==> config.mk <==
export PLATFORM = sky130hd
export DESIGN_NAME = t07_mem_arbiter
export DESIGN_NICKNAME = d
export VERILOG_FILES = /design/src/rtl/t07_mem_pkg.sv /design/src/rtl/t07_rr_arbiter.sv /design/src/rtl/t07_mem_arbiter.sv
export SDC_FILE = /design/constraint.sdc
export NUM_CORES = 1
export LEC_CHECK = 0
export BUFFER_PORTS_ARGS = -buffer_cell sky130_fd_sc_hd__buf_2
export CAP_MARGIN = 20
export CORE_AREA = 3 3 130 132
export CTS_CLUSTER_DIAMETER = 100
export CTS_CLUSTER_SIZE = 12
export DETAILED_ROUTE_END_ITERATION = 8
export DIE_AREA = 0 0 133 135
export PLACE_DENSITY = 0.71
export SLEW_MARGIN = 20
export SYNTH_ARGS = -nofsm -noshare
export SYNTH_HDL_FRONTEND = slang
export SYNTH_SLANG_ARGS = --single-unit
==> constraint.sdc <==
create_clock -name clk -period 2.5 [get_ports clk]
set_input_delay 0.375 -clock clk [delete_from_list [all_inputs] [get_ports clk]]
set_output_delay 0.375 -clock clk [all_outputs]
set_load 0.005 [all_outputs]
==> src/rtl/t07_mem_pkg.sv <==
// t07 memory arbiter shared package.
// FSM states, bus rwi codes and arbitration modes.
package t07_mem_pkg;

  typedef enum logic [1:0] {
    IDLE  = 2'd0,
    ISSUE = 2'd1,
    WAIT  = 2'd2,
    RESP  = 2'd3
  } mem_state_t;

  localparam logic [1:0] RWI_IDLE  = 2'b00;
  localparam logic [1:0] RWI_READ  = 2'b01;
  localparam logic [1:0] RWI_WRITE = 2'b10;
  localparam logic [1:0] RWI_FETCH = 2'b11;

  localparam int ARB_FIXED = 0;
  localparam int ARB_RR    = 1;

  // A write always encodes as a write, even on the fetch channel.
  function automatic logic [1:0] rwi_code(
    input logic wr,
    input logic fetch
  );
    if (wr)
      return RWI_WRITE;
    else if (fetch)
      return RWI_FETCH;
    else
      return RWI_READ;
  endfunction

endpackage

==> src/rtl/t07_rr_arbiter.sv <==
// t07 channel arbiter: combinational winner, fixed or round-robin.
// Ports: clk, nrst (sync, active-high), req, grant_en in; any, grant, win out.
module t07_rr_arbiter
  import t07_mem_pkg::*;
#(
  parameter int NUM_CH   = 3,
  parameter int ARB_MODE = ARB_FIXED
) (
  input  logic                      clk,
  input  logic                      nrst,
  input  logic [NUM_CH-1:0]         req,
  input  logic                      grant_en,
  output logic                      any,
  output logic [NUM_CH-1:0]         grant,
  output logic [$clog2(NUM_CH)-1:0] win
);

  localparam int CH_W = $clog2(NUM_CH);

  logic [CH_W-1:0] rr_ptr;
  logic [CH_W-1:0] idx;

  // Fixed: scan upward from ch0. RR: scan from rr_ptr+1, wrapping.
  always_comb begin
    any = 1'b0;
    win = '0;
    idx = '0;
    for (int i = 0; i < NUM_CH; i++) begin
      if (ARB_MODE == ARB_RR)
        idx = CH_W'((int'(rr_ptr) + 1 + i) % NUM_CH);
      else
        idx = CH_W'(i);
      if (!any && req[idx]) begin
        any = 1'b1;
        win = idx;
      end
    end
  end

  always_comb begin
    grant = '0;
    if (any)
      grant[win] = 1'b1;
  end

  always_ff @(posedge clk) begin
    if (nrst)
      rr_ptr <= '0;
    else if (grant_en)
      rr_ptr <= win;
  end

endmodule

==> src/rtl/t07_mem_arbiter.sv <==
// t07 multi-channel memory arbiter with busy handshake and timeout.
// Ports: per-channel req/rsp, shared ext bus, rwi_o, freeze_o, busy_edge_o.
module t07_mem_arbiter
  import t07_mem_pkg::*;
#(
  parameter int NUM_CH      = 3,
  parameter int ADDR_W      = 32,
  parameter int DATA_W      = 32,
  parameter int ARB_MODE    = 0,
  parameter int FETCH_CH    = 0,
  parameter int TIMEOUT_CYC = 64
) (
  input  logic                     clk,
  input  logic                     nrst,
  input  logic [NUM_CH-1:0]        req_valid_i,
  input  logic [NUM_CH-1:0]        req_write_i,
  input  logic [NUM_CH*ADDR_W-1:0] req_addr_i,
  input  logic [NUM_CH*DATA_W-1:0] req_wdata_i,
  output logic [NUM_CH-1:0]        req_ready_o,
  output logic [NUM_CH-1:0]        rsp_valid_o,
  output logic                     rsp_err_o,
  output logic [DATA_W-1:0]        rsp_rdata_o,
  output logic [ADDR_W-1:0]        ext_addr_o,
  output logic [DATA_W-1:0]        ext_wdata_o,
  input  logic [DATA_W-1:0]        ext_rdata_i,
  input  logic                     ext_busy_i,
  output logic [1:0]               rwi_o,
  output logic                     freeze_o,
  output logic                     busy_edge_o
);

  localparam int CH_W = $clog2(NUM_CH);
  localparam int TW   = $clog2(TIMEOUT_CYC + 1);
  localparam logic [TW-1:0] T_LAST =
    TW'(TIMEOUT_CYC - 1);
  localparam logic [CH_W-1:0] F_CH = CH_W'(FETCH_CH);

  mem_state_t state, state_nx;

  logic [ADDR_W-1:0] addr_arr [NUM_CH];
  logic [DATA_W-1:0] wdat_arr [NUM_CH];

  logic [CH_W-1:0]   ch_q;
  logic [TW-1:0]     tmo_cnt;
  logic              busy_prev;
  logic              err_q;
  logic              any;
  logic [NUM_CH-1:0] grant;
  logic [CH_W-1:0]   win;
  logic              grant_en;
  logic              fall;
  logic              expire;
  logic              active;
  logic              done;
  logic              tmo;

  for (genvar k = 0; k < NUM_CH; k++) begin : g_unpack
    assign addr_arr[k] = req_addr_i[k*ADDR_W +: ADDR_W];
    assign wdat_arr[k] = req_wdata_i[k*DATA_W +: DATA_W];
  end

  // No grant while reset is held, so no request is dropped.
  assign grant_en = (state == IDLE) & any & ~nrst;

  assign fall        = busy_prev & ~ext_busy_i;
  assign busy_edge_o = fall;
  assign active      = (state == ISSUE) | (state == WAIT);
  assign expire      = tmo_cnt == T_LAST;
  // Completion beats expiry when both land on one cycle.
  assign done        = (state == WAIT) & fall;
  assign tmo         = active & expire & ~done;

  t07_rr_arbiter #(
    .NUM_CH   (NUM_CH),
    .ARB_MODE (ARB_MODE)
  ) u_arb (
    .clk      (clk),
    .nrst     (nrst),
    .req      (req_valid_i),
    .grant_en (grant_en),
    .any      (any),
    .grant    (grant),
    .win      (win)
  );

  always_ff @(posedge clk) begin
    if (nrst)
      state <= IDLE;
    else
      state <= state_nx;
  end

  always_comb begin
    state_nx = state;
    unique case (state)
      IDLE:  if (grant_en) state_nx = ISSUE;
      ISSUE: begin
        if (expire)
          state_nx = RESP;
        else if (ext_busy_i)
          state_nx = WAIT;
      end
      WAIT:  if (fall || expire) state_nx = RESP;
      RESP:  state_nx = IDLE;
      default: state_nx = IDLE;
    endcase
  end

  always_comb begin
    freeze_o    = 1'b0;
    req_ready_o = '0;
    rsp_valid_o = '0;
    rsp_err_o   = 1'b0;
    unique case (state)
      IDLE:  if (!nrst) req_ready_o = grant;
      ISSUE, WAIT: freeze_o = 1'b1;
      RESP: begin
        rsp_valid_o[ch_q] = 1'b1;
        rsp_err_o         = err_q;
      end
      default: ;
    endcase
  end

  always_ff @(posedge clk) begin
    if (nrst) begin
      ch_q        <= '0;
      ext_addr_o  <= '0;
      ext_wdata_o <= '0;
      rwi_o       <= RWI_IDLE;
      rsp_rdata_o <= '0;
      err_q       <= 1'b0;
    end else if (grant_en) begin
      ch_q        <= win;
      ext_addr_o  <= addr_arr[win];
      ext_wdata_o <= wdat_arr[win];
      rwi_o       <= rwi_code(req_write_i[win],
                              win == F_CH);
    end else if (done) begin
      rsp_rdata_o <= ext_rdata_i;
      rwi_o       <= RWI_IDLE;
      err_q       <= 1'b0;
    end else if (tmo) begin
      rsp_rdata_o <= '0;
      rwi_o       <= RWI_IDLE;
      err_q       <= 1'b1;
    end
  end

  always_ff @(posedge clk) begin
    if (nrst)
      tmo_cnt <= '0;
    else if (active)
      tmo_cnt <= tmo_cnt + TW'(1);
    else
      tmo_cnt <= '0;
  end

  always_ff @(posedge clk) begin
    if (nrst)
      busy_prev <= 1'b0;
    else
      busy_prev <= ext_busy_i;
  end

endmodule

==> report_table.html <==
<table>
<tr><th>Metric</th><th>Value</th></tr>
<tr><th colspan="2">Placement</th></tr>
<tr><td>Placed Area</td><td>6670 um^2</td></tr>
<tr><td>Half-perimeter wire length after detailed placement</td><td>13600 um</td></tr>
<tr><td>Number of buffers added on ports</td><td>339</td></tr>
<tr><td>Inst Count DP</td><td>1045</td></tr>
<tr><td>Post-placement worst setup slack</td><td>0.392 ns</td></tr>
<tr><td>Final Wtd Congestion</td><td>0.828</td></tr>
<tr><th colspan="2">STA</th></tr>
<tr><td>Smallest setup slack after layout</td><td>0.353 ns</td></tr>
<tr><td>Slew of the pin with the lowest slew margin</td><td>0.835 ns</td></tr>
<tr><td>Final cycle utilization of the critical path</td><td>0.859</td></tr>
<tr><td>Final-layout setup total negative slack</td><td>0 ns</td></tr>
<tr><td>Max-slew headroom</td><td>0.442</td></tr>
<tr><td>Clock Skew</td><td>0.00598 ns</td></tr>
<tr><td>Unrepaired setup endpoints after global routing</td><td>false</td></tr>
<tr><td>Final Max Tran Viols</td><td>0</td></tr>
<tr><td>Final hold violations</td><td>0</td></tr>
<tr><td>Peak Freq</td><td>466 MHz</td></tr>
<tr><td>Final critical-path required period</td><td>2.15 ns</td></tr>
<tr><td>Worst Hold Margin</td><td>0.235 ns</td></tr>
<tr><td>Final Setup Violations</td><td>0</td></tr>
<tr><th colspan="2">Logic synthesis</th></tr>
<tr><td>Fraction of post-synthesis cell area in the top cell type by area</td><td>0.461</td></tr>
<tr><td>Mapped Cells</td><td>527</td></tr>
<tr><td>Synth Area in Adders</td><td>0.0130</td></tr>
<tr><td>Number of synthesized register bits</td><td>111</td></tr>
<tr><td>Leading area contributor after synthesis</td><td>sky130_fd_sc_hd__dfxtp_1</td></tr>
<tr><td>Count of flip-flops with a built-in enable after synthesis</td><td>0</td></tr>
<tr><td>Post-synthesis compound-gate area fraction</td><td>0.341</td></tr>
<tr><td>Syn_area_per_cell</td><td>9.15 um^2</td></tr>
<tr><td>Register area share after synthesis</td><td>0.461</td></tr>
<tr><td>Most instantiated flip-flop cell in the synthesis netlist</td><td>sky130_fd_sc_hd__dfxtp_1</td></tr>
<tr><td>Post-synthesis async set-or-reset flop share</td><td>0</td></tr>
<tr><td>Synth warn</td><td>0</td></tr>
<tr><td>Netlist area before placement</td><td>4820 um^2</td></tr>
<tr><td>Largest family of logic cells by synthesized area</td><td>compound AO/OA/AOI/OAI gates</td></tr>
<tr><td>Count of unique library cells instantiated by Yosys</td><td>45</td></tr>
<tr><td>Area share of and/or/nand/nor cells after synthesis</td><td>0.119</td></tr>
<tr><td>Portion of netlist area occupied by mux cells</td><td>0.00208</td></tr>
<tr><td>Synth Area in XOR/XNOR</td><td>0.00545</td></tr>
<tr><td>Leading post-synthesis cells by cell area</td><td>sky130_fd_sc_hd__dfxtp_1 (46%), sky130_fd_sc_hd__a22o_1 (17%), sky130_fd_sc_hd__nand3_1 (6.8%)</td></tr>
<tr><td>Post-synth net total</td><td>765</td></tr>
<tr><th colspan="2">Layout</th></tr>
<tr><td>Ratio of cells with drive above 1 in the final layout</td><td>0.442</td></tr>
<tr><td>Number of nets in the finished design</td><td>1078</td></tr>
<tr><td>Non-filler instance count after layout</td><td>1061</td></tr>
<tr><td>Post-route cell area</td><td>6940 um^2</td></tr>
<tr><td>Share of the core filled with cells</td><td>0.438</td></tr>
<tr><td>Area delta synth-&gt;final</td><td>43.8%</td></tr>
<tr><th colspan="2">Global routing</th></tr>
<tr><td>Antenna violations before repair</td><td>2</td></tr>
<tr><td>Maximum number of pins on one net before global-route repair</td><td>133</td></tr>
<tr><td>Total Routing Usage GR</td><td>0.188</td></tr>
<tr><td>Global-route wire length before repair</td><td>27100 um</td></tr>
<tr><td>Remaining global-route overflow</td><td>0</td></tr>
<tr><td>Vias in the first global route</td><td>5101</td></tr>
<tr><th colspan="2">Worst setup path</th></tr>
<tr><td>Worst Path Required</td><td>2.79 ns</td></tr>
<tr><td>Reg-to-reg critical path startpoint</td><td>state[0]$_SDFFE_PP0P_</td></tr>
<tr><td>Critical Path AT</td><td>2.43 ns</td></tr>
<tr><td>CP Launch Type</td><td>flip-flop</td></tr>
<tr><td>Setup slack on the worst flop-to-flop path</td><td>0.35 ns</td></tr>
<tr><td>Number of cell instances on the worst register-to-register path</td><td>6</td></tr>
<tr><td>Startpoint-to-endpoint class of the critical path</td><td>reg -&gt; reg</td></tr>
<tr><td>Worst R2R End</td><td>rsp_rdata_o[9]$_SDFFE_PP0P_</td></tr>
<tr><td>Critical-path maximum fanout</td><td>32</td></tr>
<tr><td>Crit end category</td><td>flip-flop</td></tr>
<tr><th colspan="2">Min path</th></tr>
<tr><td>Hold path start</td><td>ext_rdata_i[7]</td></tr>
<tr><td>Cell depth of the worst min-delay path</td><td>2</td></tr>
<tr><td>Destination of the worst hold path</td><td>rsp_rdata_o[7]$_SDFFE_PP0P_</td></tr>
<tr><td>Worst min path class</td><td>in -&gt; reg</td></tr>
<tr><th colspan="2">Clock network</th></tr>
<tr><td>Max H-tree Level</td><td>3</td></tr>
<tr><td>Cells resized by post-CTS repair</td><td>0</td></tr>
<tr><td>Num CTS Buffers</td><td>9</td></tr>
<tr><td>Number of clock sinks</td><td>111</td></tr>
<tr><td>Post-CTS setup-driven buffer insertion count</td><td>0</td></tr>
<tr><td>Clock-pin slew on the worst setup and hold paths</td><td>0.07 ns</td></tr>
<tr><td>CTS Hold Buffers Added</td><td>0</td></tr>
<tr><td>Clock latency on the worst-skew pair</td><td>0.35 ns</td></tr>
<tr><td>Max Buffers Root-to-Sink</td><td>2</td></tr>
<tr><td>Cell at the root of the clock tree</td><td>sky130_fd_sc_hd__clkbuf_16</td></tr>
<tr><td>Clock tree from TritonCTS</td><td>built</td></tr>
<tr><th colspan="2">Floorplan</th></tr>
<tr><td>Starting density of the core</td><td>0.305</td></tr>
<tr><td>X dimension of the die</td><td>133 um</td></tr>
<tr><td>Core region area</td><td>15800 um^2</td></tr>
<tr><td>Number of standard-cell rows in the floorplan</td><td>46</td></tr>
<tr><td>Die boundary height</td><td>135 um</td></tr>
<tr><td>Count of boundary I/O pins</td><td>340</td></tr>
<tr><td>Full die area</td><td>18000 um^2</td></tr>
<tr><th colspan="2">Drt</th></tr>
<tr><td>Detailed Routing Iterations Pass 1</td><td>4</td></tr>
<tr><td>1st-iter DRT viols</td><td>191</td></tr>
<tr><td>Mean routed wirelength per cell</td><td>16.6 um</td></tr>
<tr><td>Number of vias in the routed layout</td><td>5281</td></tr>
<tr><td>Via-per-instance ratio</td><td>4.98</td></tr>
<tr><td>Number of nets with antenna violations after routing</td><td>0</td></tr>
<tr><td>Total DRC errors in the routed layout</td><td>0</td></tr>
<tr><td>Final WL</td><td>17600 um</td></tr>
<tr><th colspan="2">Power and ir drop</th></tr>
<tr><td>Power per cell area</td><td>772 nW/um^2</td></tr>
<tr><td>Leakage dissipation</td><td>3.39 nW</td></tr>
<tr><td>Peak supply drop</td><td>499 uV</td></tr>
<tr><td>Overall power after layout</td><td>5.35 mW</td></tr>
<tr><th colspan="2">Outcome</th></tr>
<tr><td>Result of the run</td><td>complete, no violations</td></tr>
<tr><th colspan="2">Flow run</th></tr>
<tr><td>Number of maximum-capacitance constraint violations</td><td>0</td></tr>
</table>
flip-flops by register name, summed over array words and instances (netlist names):
register / count
state: 2
rsp_rdata_o: 32
ext_addr_o: 32
err_q: 1
tmo_cnt: 7
rwi_o: 2
ch_q: 2
ext_wdata_o: 32
busy_prev: 1
final cells by class:
| cell class | count | area, um^2 |
|---|---|---|
| antenna | 1 | 2.50 |
| clock buffer | 11 | 233 |
| clock inverter | 4 | 30.0 |
| fill | 1558 | 8890 |
| inverter | 7 | 26.3 |
| multi-input combinational | 361 | 2350 |
| sequential | 111 | 2220 |
| tap | 216 | 270 |
| timing repair buffer | 350 | 1800 |
cell usage after synthesis, drive strengths merged (3+ instances only):
library cell  instances
inv                   7
clkbuf               18
nand2b                4
and3                  4
nor2                 14
a22o                 94
nand2                 4
a21oi                66
o22ai                 3
nand3                66
buf                  30
ha                    5
o21ai                69
nor3                  3
dfxtp               111
worst max path at each step:
| stage | from | endpoint | slack (ns) | cells after the start |
|---|---|---|---|---|
| finish | state[0]$_SDFFE_PP0P_ | rsp_rdata_o[9]$_SDFFE_PP0P_ | 0.35 | 6 |
| global route | state[0]$_SDFFE_PP0P_ | rsp_rdata_o[20]$_SDFFE_PP0P_ | 0.18 | 6 |
| CTS | state[0]$_SDFFE_PP0P_ | rsp_rdata_o[9]$_SDFFE_PP0P_ | 0.36 | 6 |
| detailed placement | state[0]$_SDFFE_PP0P_ | rsp_rdata_o[9]$_SDFFE_PP0P_ | 0.39 | 6 |
| global placement | state[0]$_SDFFE_PP0P_ | rsp_rdata_o[16]$_SDFFE_PP0P_ | 0.46 | 6 |
| floorplan | state[1]$_SDFFE_PP0P_ | rsp_rdata_o[10]$_SDFFE_PP0P_ | 0.78 | 7 |
layout by cell type (no fill, tap or decap), types with 2 or more instances in the layout:
cell type / instances
sky130_fd_sc_hd__clkbuf_1: 2
sky130_fd_sc_hd__a211oi_1: 2
sky130_fd_sc_hd__nand3_1: 66
sky130_fd_sc_hd__nand2_1: 4
sky130_fd_sc_hd__inv_6: 2
sky130_fd_sc_hd__a21oi_1: 65
sky130_fd_sc_hd__nor2_1: 13
sky130_fd_sc_hd__o21ai_1: 66
sky130_fd_sc_hd__ha_1: 5
sky130_fd_sc_hd__dfxtp_1: 111
sky130_fd_sc_hd__nor3_1: 2
sky130_fd_sc_hd__a21o_1: 2
sky130_fd_sc_hd__and3b_1: 2
sky130_fd_sc_hd__clkbuf_16: 9
sky130_fd_sc_hd__buf_4: 9
sky130_fd_sc_hd__inv_1: 6
sky130_fd_sc_hd__buf_2: 339
sky130_fd_sc_hd__buf_12: 2
sky130_fd_sc_hd__nand2b_1: 3
sky130_fd_sc_hd__o21ai_0: 3
sky130_fd_sc_hd__o21a_1: 2
sky130_fd_sc_hd__xor2_1: 2
sky130_fd_sc_hd__and3_1: 4
sky130_fd_sc_hd__o22ai_1: 3
sky130_fd_sc_hd__a32oi_1: 2
sky130_fd_sc_hd__a22o_1: 94
critical path: stages (launching register included):
cell and delay, ns:
sky130_fd_sc_hd__dfxtp_1 0.37, sky130_fd_sc_hd__inv_1 0.10, sky130_fd_sc_hd__ha_1 0.26, sky130_fd_sc_hd__nand3b_1 0.24, sky130_fd_sc_hd__o31ai_4 0.15, sky130_fd_sc_hd__a21oi_4 0.69
sky130_fd_sc_hd__a22o_1 0.28
report_power, final:
part	switching, mW	internal, mW	leakage, nW
clock network	0.653	0.678	0.126
registers	0.196	2.15	0.911
logic	0.935	0.739	2.35
cells by family after synthesis:
logic type | count (synthesis)
muxes | 1
DFF | 111
buffers and inverters | 55
xor gates and xnor gates | 3
and+or+nand+nor | 107
AOI/OAI and AO/OA | 245
adders and majority gates | 5
routing by layer:
layer,wire (um),up-vias,share of wire,global-route usage
li1,-,2604,-,-
met1,7040,2411,0.40,0.224
met2,8690,255,0.49,0.325
met3,1720,11,0.097,0.0615
met4,184,0,0.010,0.0531
met5,0,-,0,0
(Power assumes the default switching activity.)
